### src/rtl/pokey_pkg.sv
// Shared POKEY definitions: keyboard scan FSM states and scan defaults.
package pokey_pkg;

  typedef enum logic [1:0] {
    KB_IDLE    = 2'd0,
    KB_SEEN    = 2'd1,
    KB_HELD    = 2'd2,
    KB_RELEASE = 2'd3
  } kb_state_t;

  localparam int KB_SCAN_DIV_DEFAULT = 114;
  localparam int KB_SCAN_BITS        = 4;

endpackage

### src/rtl/pokey_sync2.sv
// Two-flop synchroniser for an asynchronous level input.
module pokey_sync2 #(
  parameter logic RST_VAL = 1'b0
) (
  input  logic clk,
  input  logic rst_n,
  input  logic d_i,
  output logic q_o
);

  logic meta_q;
  logic sync_q;

  // Shift the async input through two flops.
  always_ff @(posedge clk or negedge rst_n) begin
    if (!rst_n) begin
      meta_q <= RST_VAL;
      sync_q <= RST_VAL;
    end else begin
      meta_q <= d_i;
      sync_q <= meta_q;
    end
  end

  assign q_o = sync_q;

endmodule

### src/rtl/pokey_kb_scan.sv
// POKEY keypad scanner: steps the scan address, debounces a key over two
// scans, latches its code and pulses an IRQ request for each new key.
module pokey_kb_scan
  import pokey_pkg::*;
#(
  parameter int SCAN_BITS = KB_SCAN_BITS,
  parameter int SCAN_DIV  = KB_SCAN_DIV_DEFAULT
) (
  input  logic                 clk,
  input  logic                 rst_n,
  input  logic                 scan_en,
  input  logic                 debounce_en,
  input  logic                 kr1_n,
  input  logic                 kr2_n,
  output logic [SCAN_BITS-1:0] k_scan,
  output logic [SCAN_BITS-1:0] keycode_latch,
  output logic                 key_down,
  output logic                 shift_down,
  output logic                 kb_irq_req
);

  localparam int DIV_W = (SCAN_DIV > 1) ? $clog2(SCAN_DIV) : 1;
  localparam logic [DIV_W-1:0] DIV_LAST = DIV_W'(SCAN_DIV - 1);

  logic                 kr1_sync, kr2_sync;
  logic [DIV_W-1:0]     div_q;
  logic [SCAN_BITS-1:0] k_scan_q, cmp_q, code_q;
  kb_state_t            state_q, state_d;
  logic                 key_down_q, irq_q;
  logic                 tick, hit, match, do_latch, do_cmp;

  // Synchronisers idle high so released keys read as "not pressed" at reset.
  pokey_sync2 #(.RST_VAL(1'b1)) u_sync_kr1 (
    .clk(clk), .rst_n(rst_n), .d_i(kr1_n), .q_o(kr1_sync)
  );
  pokey_sync2 #(.RST_VAL(1'b1)) u_sync_kr2 (
    .clk(clk), .rst_n(rst_n), .d_i(kr2_n), .q_o(kr2_sync)
  );

  assign tick  = scan_en && (div_q == DIV_LAST);
  assign hit   = ~kr1_sync;
  assign match = (k_scan_q == cmp_q);

  // Next-state and latch decisions, evaluated against the pre-increment address.
  always_comb begin
    state_d  = state_q;
    do_latch = 1'b0;
    do_cmp   = 1'b0;
    if (tick) begin
      unique case (state_q)
        KB_IDLE: begin
          if (hit) begin
            if (debounce_en) begin
              do_cmp  = 1'b1;
              state_d = KB_SEEN;
            end else begin
              do_latch = 1'b1;
              state_d  = KB_HELD;
            end
          end
        end
        KB_SEEN: begin
          if (match) begin
            if (hit) begin
              do_latch = 1'b1;
              state_d  = KB_HELD;
            end else begin
              state_d = KB_IDLE;
            end
          end
        end
        KB_HELD: begin
          if (match && !hit) state_d = debounce_en ? KB_RELEASE : KB_IDLE;
        end
        KB_RELEASE: begin
          if (match) state_d = hit ? KB_HELD : KB_IDLE;
        end
        default: state_d = KB_IDLE;
      endcase
    end
  end

  // Divider, scan address, FSM and output registers; scan_en low parks the scan.
  always_ff @(posedge clk or negedge rst_n) begin
    if (!rst_n) begin
      div_q      <= '0;
      k_scan_q   <= '0;
      state_q    <= KB_IDLE;
      cmp_q      <= '0;
      code_q     <= '0;
      key_down_q <= 1'b0;
      irq_q      <= 1'b0;
    end else if (!scan_en) begin
      div_q      <= '0;
      k_scan_q   <= '0;
      state_q    <= KB_IDLE;
      key_down_q <= 1'b0;
      irq_q      <= 1'b0;
    end else begin
      div_q      <= tick ? '0 : div_q + 1'b1;
      if (tick) k_scan_q <= k_scan_q + 1'b1;
      state_q    <= state_d;
      if (do_latch || do_cmp) cmp_q <= k_scan_q;
      if (do_latch) code_q <= k_scan_q;
      irq_q      <= do_latch;
      key_down_q <= (state_d == KB_HELD) || (state_d == KB_RELEASE);
    end
  end

  assign k_scan        = k_scan_q;
  assign keycode_latch = code_q;
  assign key_down      = key_down_q;
  assign shift_down    = ~kr2_sync;
  assign kb_irq_req    = irq_q;

endmodule

### config.mk
export PLATFORM = sky130hd
export DESIGN_NAME = pokey_kb_scan
export DESIGN_NICKNAME = d
export VERILOG_FILES = /design/src/rtl/pokey_pkg.sv /design/src/rtl/pokey_sync2.sv /design/src/rtl/pokey_kb_scan.sv
export SDC_FILE = /design/constraint.sdc
export NUM_CORES = 1
export LEC_CHECK = 0
export CELL_PAD_IN_SITES_DETAIL_PLACEMENT = 1
export CELL_PAD_IN_SITES_GLOBAL_PLACEMENT = 1
export CORE_ASPECT_RATIO = 0.7
export CORE_MARGIN = 3
export CORE_UTILIZATION = 45
export DETAILED_ROUTE_END_ITERATION = 10
export MAX_ROUTING_LAYER = met4
export PLACE_DENSITY_LB_ADDON = 0.1
export SKIP_LAST_GASP = 1
export SLEW_MARGIN = 30
export SYNTH_ARGS = -nofsm -noshare
export SYNTH_HDL_FRONTEND = slang
export SYNTH_HIERARCHICAL = 1
export SYNTH_SLANG_ARGS = --single-unit
### constraint.sdc
create_clock -name clk -period 2.78 [get_ports clk]
set_input_delay 0.834 -clock clk [delete_from_list [all_inputs] [get_ports clk]]
set_output_delay 0.834 -clock clk [all_outputs]
set_load 0.01 [all_outputs]
==> results of run 1 <==
## routing by layer
| layer | global-route usage | vias to the layer above |
|---|---|---|
| li1 | - | 374 |
| met1 | 0.2456 | 422 |
| met3 | 0.05530 | 2 |
| met4 | 0.02357 | 0 |
| met2 | 0.2708 | 18 |
| met5 | - | - |
## path summary, 6_finish.rpt
| kind | cells past startpoint | end | startpoint |
|---|---|---|---|
| max | 1 | k_scan[0] | k_scan[0] |
| min | 0 | u_sync_kr2/q_o | u_sync_kr2/meta_q |
| max reg2reg | 5 | keycode_latch[2] | k_scan[0] |
| min reg2reg | 0 | u_sync_kr2/q_o | u_sync_kr2/meta_q |
| max in group asynchronous | 2 | u_sync_kr1/meta_q | rst_n |
| min in group asynchronous | 2 | div_q[5] | rst_n |
## cell usage in the layout, fill, tap and decap left out
| cell type | n |
|---|---|
| dfrtp_1 | 23 |
| nor2_1 | 16 |
| clkdlybuf4s50_1 | 16 |
| xor2_1 | 9 |
| mux2_2 | 8 |
| nand2_1 | 6 |
| nand3_1 | 5 |
| dfstp_2 | 4 |
| inv_1 | 3 |
| xnor2_1 | 3 |
| o21ai_0 | 3 |
| ha_1 | 3 |
| clkbuf_8 | 3 |
| o211ai_1 | 2 |
| a21oi_1 | 2 |
| mux2i_1 | 2 |
| nor4_4 | 1 |
| nand2b_1 | 1 |
| and3_1 | 1 |
| nor4_2 | 1 |
| and3_2 | 1 |
| nor3b_4 | 1 |
| nand4b_1 | 1 |
| nand4_1 | 1 |
| nand2_2 | 1 |
| clkinv_2 | 1 |
| buf_4 | 1 |
## cells by family after synthesis
family | Yosys count | share of synthesized area
multiplexers | 10 | 0.09283
flip-flops | 27 | 0.5738
AND/OR/NAND/NOR | 36 | 0.1698
adder cells (fa/ha/maj) | 3 | 0.03165
AO/OA/AOI/OAI | 7 | 0.03375
XOR/XNOR | 12 | 0.08862
buffers and inverters | 3 | 0.009493
## cell type report
type	instances	area (um2)	share of cell area
sequential	27	680.7	0.4726
multi-input combinational	68	494.2	0.3432
timing repair buffer	17	167.7	0.1164
clock buffer	3	41.29	0.02867
tap	32	40.04	0.02780
inverter	3	11.26	0.007819
clock inverter	1	5.005	0.003475
## per-stage QoR
stage / worst slack, ps / cells
after CTS: 554.1 / 151
after floorplan: 972.3 / 98
after global placement: 363.5 / 147
final: 558.3 / 151
after detailed placement: 340.7 / 147
after global routing: 504.4 / 151
## where the power goes
group	total, mW	internal, mW	switching (mW)
Combinational	0.0345	0.0140	0.0205
Clock	0.223	0.100	0.122
Sequential	0.408	0.401	0.00641
Total	0.665	0.516	0.149
## sequential cells by signal, indices dropped and copies added, names as in the netlist
signal	count
cmp_q	4
div_q	7
k_scan	4
kb_irq_req	1
key_down	1
keycode_latch	4
state_q	2
u_sync_kr1/meta_q	1
u_sync_kr1/q_o	1
u_sync_kr2/meta_q	1
u_sync_kr2/q_o	1
==> results_dict.tcl, run 1 <==
set metrics [dict create \
    numCtsBuffers 3 \
    route.top_layer_used "met4" \
    synth_ff_type "dfrtp_1" \
    syn_area_um2 1186 \
    antenna_fix_cells 0 \
    floorplan.die_area_um2 3298 \
    cells_along_the_critical_path "clkdlybuf4s50_1" \
    number_of_setup_violations_in_the_final_report 0 \
    final_min_period_over_clock_period 0.7992 \
    root_buffer "clkbuf_8" \
    worst_setup_path_start_kind "register" \
    synth_sequential_area_ratio 0.5738 \
    initial_antenna_violation_count 0 \
    cts.repair.resized 0 \
    syn-mean-instance-area_um2 12.10 \
    timing.critical_path.required_ps 1950 \
    cp-end-kind "output pin" \
    flow.area_growth_from_synthesis_pct 21.41 \
    cp_num_buf_inv 1 \
    post_cts_hold_buffer_count 0 \
    post_synth_main_area_contributors "dfrtp_1 (49%), dfstp_2 (8.9%), mux2_2 (7.6%), xor2_1 (6.6%), nor2_1 (5.1%)" \
    async_flop_share 1.000 \
    ir_worst_vdd_mv 0.3393 \
    slew_headroom 0.6124 \
    fillCellCount 236 \
    static-leakage-power_nw 0.6759 \
    antenna_left 0 \
    synthDistinctLibCells 23 \
    synth_area_leader_cell "dfrtp_1" \
    routed-via-count 816 \
    detail_route.first_pass.iterations 5 \
    yosys.cell_count.top_type "dfrtp_1" \
    die_width_um 67.37 \
    worst_path_max_delay_cell "clkdlybuf4s50_1" \
    cts.path.max_buffers 2 \
    cpLargestDelayFamily "buffers and inverters" \
    finish.instance_area_um2 1440 \
    clock_sinks 27 \
    dr_wl_met3_um 109 \
    hold_slack_ps 364.7 \
    detail_route.drc_violations 0 \
    synth_edf_count 0 \
    final.min_clock_period_ps 2222 \
    gr-usage-all-layers 0.1798 \
    cellPowerDensity_nw_per_um2 461.8 \
    tightest_slew_ps 577.0 \
    met1_length_um 1207 \
    rows 14 \
    cts_setup_buffers 0 \
    die_height_um 48.96 \
    clock.fmax_mhz 450.1 \
    post_dr_wirelength_cell_um 16.56 \
    tritoncts "built" \
    syn_nets 107 \
    r2r_setup_slack_ps 680 \
    synthCells 98 \
    count_of_yosys_warnings_during_synthesis 6 \
    initial_core_util 0.5130 \
    finalClockSkew_ps 4.174 \
    nets 129 \
    final_hold_viol_count 0 \
    number_of_levels_in_the_clock_h_tree 1 \
    detail_route.iter0.violations 27 \
    synth.top_cell.area_share 0.4852 \
    gpl.final_weighted_congestion 0.8331 \
    cap_viol_max_count 0 \
    yosys-top-cells-count "dfrtp_1 (23), nor2_1 (16), xor2_1 (9)" \
    power.total_mw 0.6650 \
    dp.final_hpwl_um 1819 \
    worst_ep_arrival_time_ps 1390 \
    path_clk_slew_ps 90 \
    length_of_routed_met2_wiring_um 1178 \
    io_buffer_count 16 \
    layout-drive-gt1-share 0.1849 \
    critPathKind "reg2out" \
    global_route_wire_length_before_repair_um 4402 \
    outcome "completed" \
    ys_seq_elements 27 \
    core_area_um2 2312 \
    ioPinCount 17 \
    timing_max_transition_violations_final 0 \
    cpPeakStageDelay_ps 600 \
    route.final.wire_length_um 2501 \
    first_global_vias 883 \
    clock_insertion_delay_worst_skew_ps 270 \
    detailed_route_vias_per_instance 5.404 \
    final_util 0.6228 \
    post_route_setup_tns_ps 0 \
    rsz_0062_raised_after_global_routing "false" \
    holdCritPathClass "reg2reg" \
    post_dp_area_um2 1394 \
    critical_path.max_fanout 7 \
    overflow 0 \
    grt_start_max_net_pins 28 \
]
No activity file was read; power rests on OpenSTA's default activity.
==> run 2: changes to the inputs <==
Settings changed: CORE_UTILIZATION 45 to 42.
Clock period 2.78 ns to 2.1 ns, I/O delays scaled along.
==> results_dict.tcl, run 2 (synthesized netlist as in run 1, its figures left out) <==
set metrics [dict create \
    outcome "completed" \
    dp.final_hpwl_um 1750 \
    final_util 0.5815 \
    post_dr_wirelength_cell_um 14.91 \
    tightest_slew_ps 345.8 \
    finalWorstSetupSlack_ps 89.33 \
    final_common_cell "dfrtp_1" \
    finalClockSkew_ps 4.490 \
    cp_num_buf_inv 1 \
    final_min_period_over_clock_period 0.9575 \
    die_height_um 50.46 \
    cts_setup_buffers 0 \
    detail_route.iter0.violations 27 \
    clock_sinks 27 \
    die_width_um 69.52 \
    dp_cells 156 \
    clock_insertion_delay_worst_skew_ps 270 \
    core_area_um2 2571 \
    layout.cells.non_filler 160 \
    post_dp_area_um2 1449 \
    gr-usage-all-layers 0.1640 \
    cellPowerDensity_nw_per_um2 592.4 \
    cts.path.max_buffers 2 \
    final.min_clock_period_ps 2011 \
    largest_register_ff_count 7 \
    gpl.final_weighted_congestion 0.7415 \
    timing_max_transition_violations_final 0 \
    floorplan.die_area_um2 3508 \
    flow.area_growth_from_synthesis_pct 26.05 \
    detail_route.first_pass.iterations 4 \
    final_hold_viol_count 0 \
    power.total_mw 0.8857 \
    tritoncts "built" \
    gr-max-usage-layer "met2" \
    detailed_route_vias_per_instance 5.169 \
    routed-via-count 827 \
    initial_core_util 0.4613 \
    nets 136 \
    cp-end-kind "output pin" \
    post_cts_hold_buffer_count 0 \
    rows 15 \
    sequential_cell_area_um2 680.7 \
    overflow 0 \
    root_buffer "clkbuf_8" \
    grt.met2_usage 0.2437 \
    ir_worst_vdd_mv 0.2924 \
    numCtsBuffers 3 \
    max_flop_register "div_q" \
    r2r_setup_slack_ps 210 \
    slew_headroom 0.7677 \
    initial_antenna_violation_count 0 \
    use_met3 0.05000 \
    post_route_setup_tns_ps 0 \
    static-leakage-power_nw 0.7108 \
    dpl_worst_slack_ps 21.01 \
    clock.fmax_mhz 497.3 \
    worst_ep_arrival_time_ps 1380 \
    cpPeakStageDelay_ps 600 \
    path_clk_slew_ps 90 \
    layout-drive-gt1-share 0.2302 \
    cts.repair.resized 0 \
    multi_input_area_um2 494.2 \
    route.final.wire_length_um 2386 \
    io_buffer_count 16 \
    global_route_wire_length_before_repair_um 4271 \
    finish.instance_area_um2 1495 \
    holdCritPathClass "reg2reg" \
    rsz_0062_raised_after_global_routing "false" \
    fillCellCount 277 \
    grt_start_max_net_pins 28 \
    worst_path_max_delay_cell "clkdlybuf4s50_1" \
    cap_viol_max_count 0 \
    ioPinCount 17 \
    hold_slack_ps 361.8 \
    cpLargestDelayFamily "buffers and inverters" \
    detail_route.drc_violations 0 \
    number_of_setup_violations_in_the_final_report 0 \
    number_of_levels_in_the_clock_h_tree 1 \
    first_global_vias 866 \
    worst_setup_path_start_kind "register" \
    critical_path.max_fanout 6 \
    leading_cell_types_in_the_layout_fill_and_taps_excluded "dfrtp_1 (23), nor2_1 (16), clkdlybuf4s50_1 (16), xor2_1 (9)" \
    antenna_fix_cells 0 \
    grt_use_met1 0.2140 \
    antenna_left 0 \
    timing.critical_path.required_ps 1470 \
    cells_along_the_critical_path "clkdlybuf4s50_1" \
    critPathKind "reg2out" \
]
-- run 2: cell count changes in the layout (fill, tap and decap cells not counted), sizes merged --
cell	delta
buf	+7
-- run 2: worst paths after layout --
path,cells past startpoint,from,endpoint
worst max-delay path,1,k_scan[2],k_scan[2]
worst min-delay path,0,u_sync_kr1/meta_q,u_sync_kr1/q_o
worst max register to register,5,k_scan[2],keycode_latch[0]
worst min register to register,0,u_sync_kr1/meta_q,u_sync_kr1/q_o
max in group asynchronous,2,rst_n,u_sync_kr2/q_o
min in group asynchronous,2,rst_n,cmp_q[3]
-- run 2: power by group --
group          internal (mW)  total [mW]  switching, mW
combinational         0.0222      0.0499         0.0278
clock                  0.133       0.296          0.163
sequential             0.531       0.540        0.00842
-- run 2: layout make-up --
type	instances	share of cell area
clock inverter	1	0.003347
sequential	27	0.4552
timing repair buffer	24	0.1473
inverter	3	0.007531
tap	34	0.02845
clock buffer	3	0.02762
multi-input combinational	68	0.3305
-- run 2: worst register-to-register path, stage by stage (launching register included) --
cell	delay (ps)
dfrtp_1	490
xor2_1	220
nor4_2	220
a21oi_1	140
nand4b_1	350
mux2_2	370
-- run 2: routing by layer --
metal	share of wire	wire, um	vias to the layer above
met5	0	0	-
met4	0.013	32	0
met3	0.043	103	5
met2	0.45	1068	14
met1	0.49	1181	421
li1	-	-	387
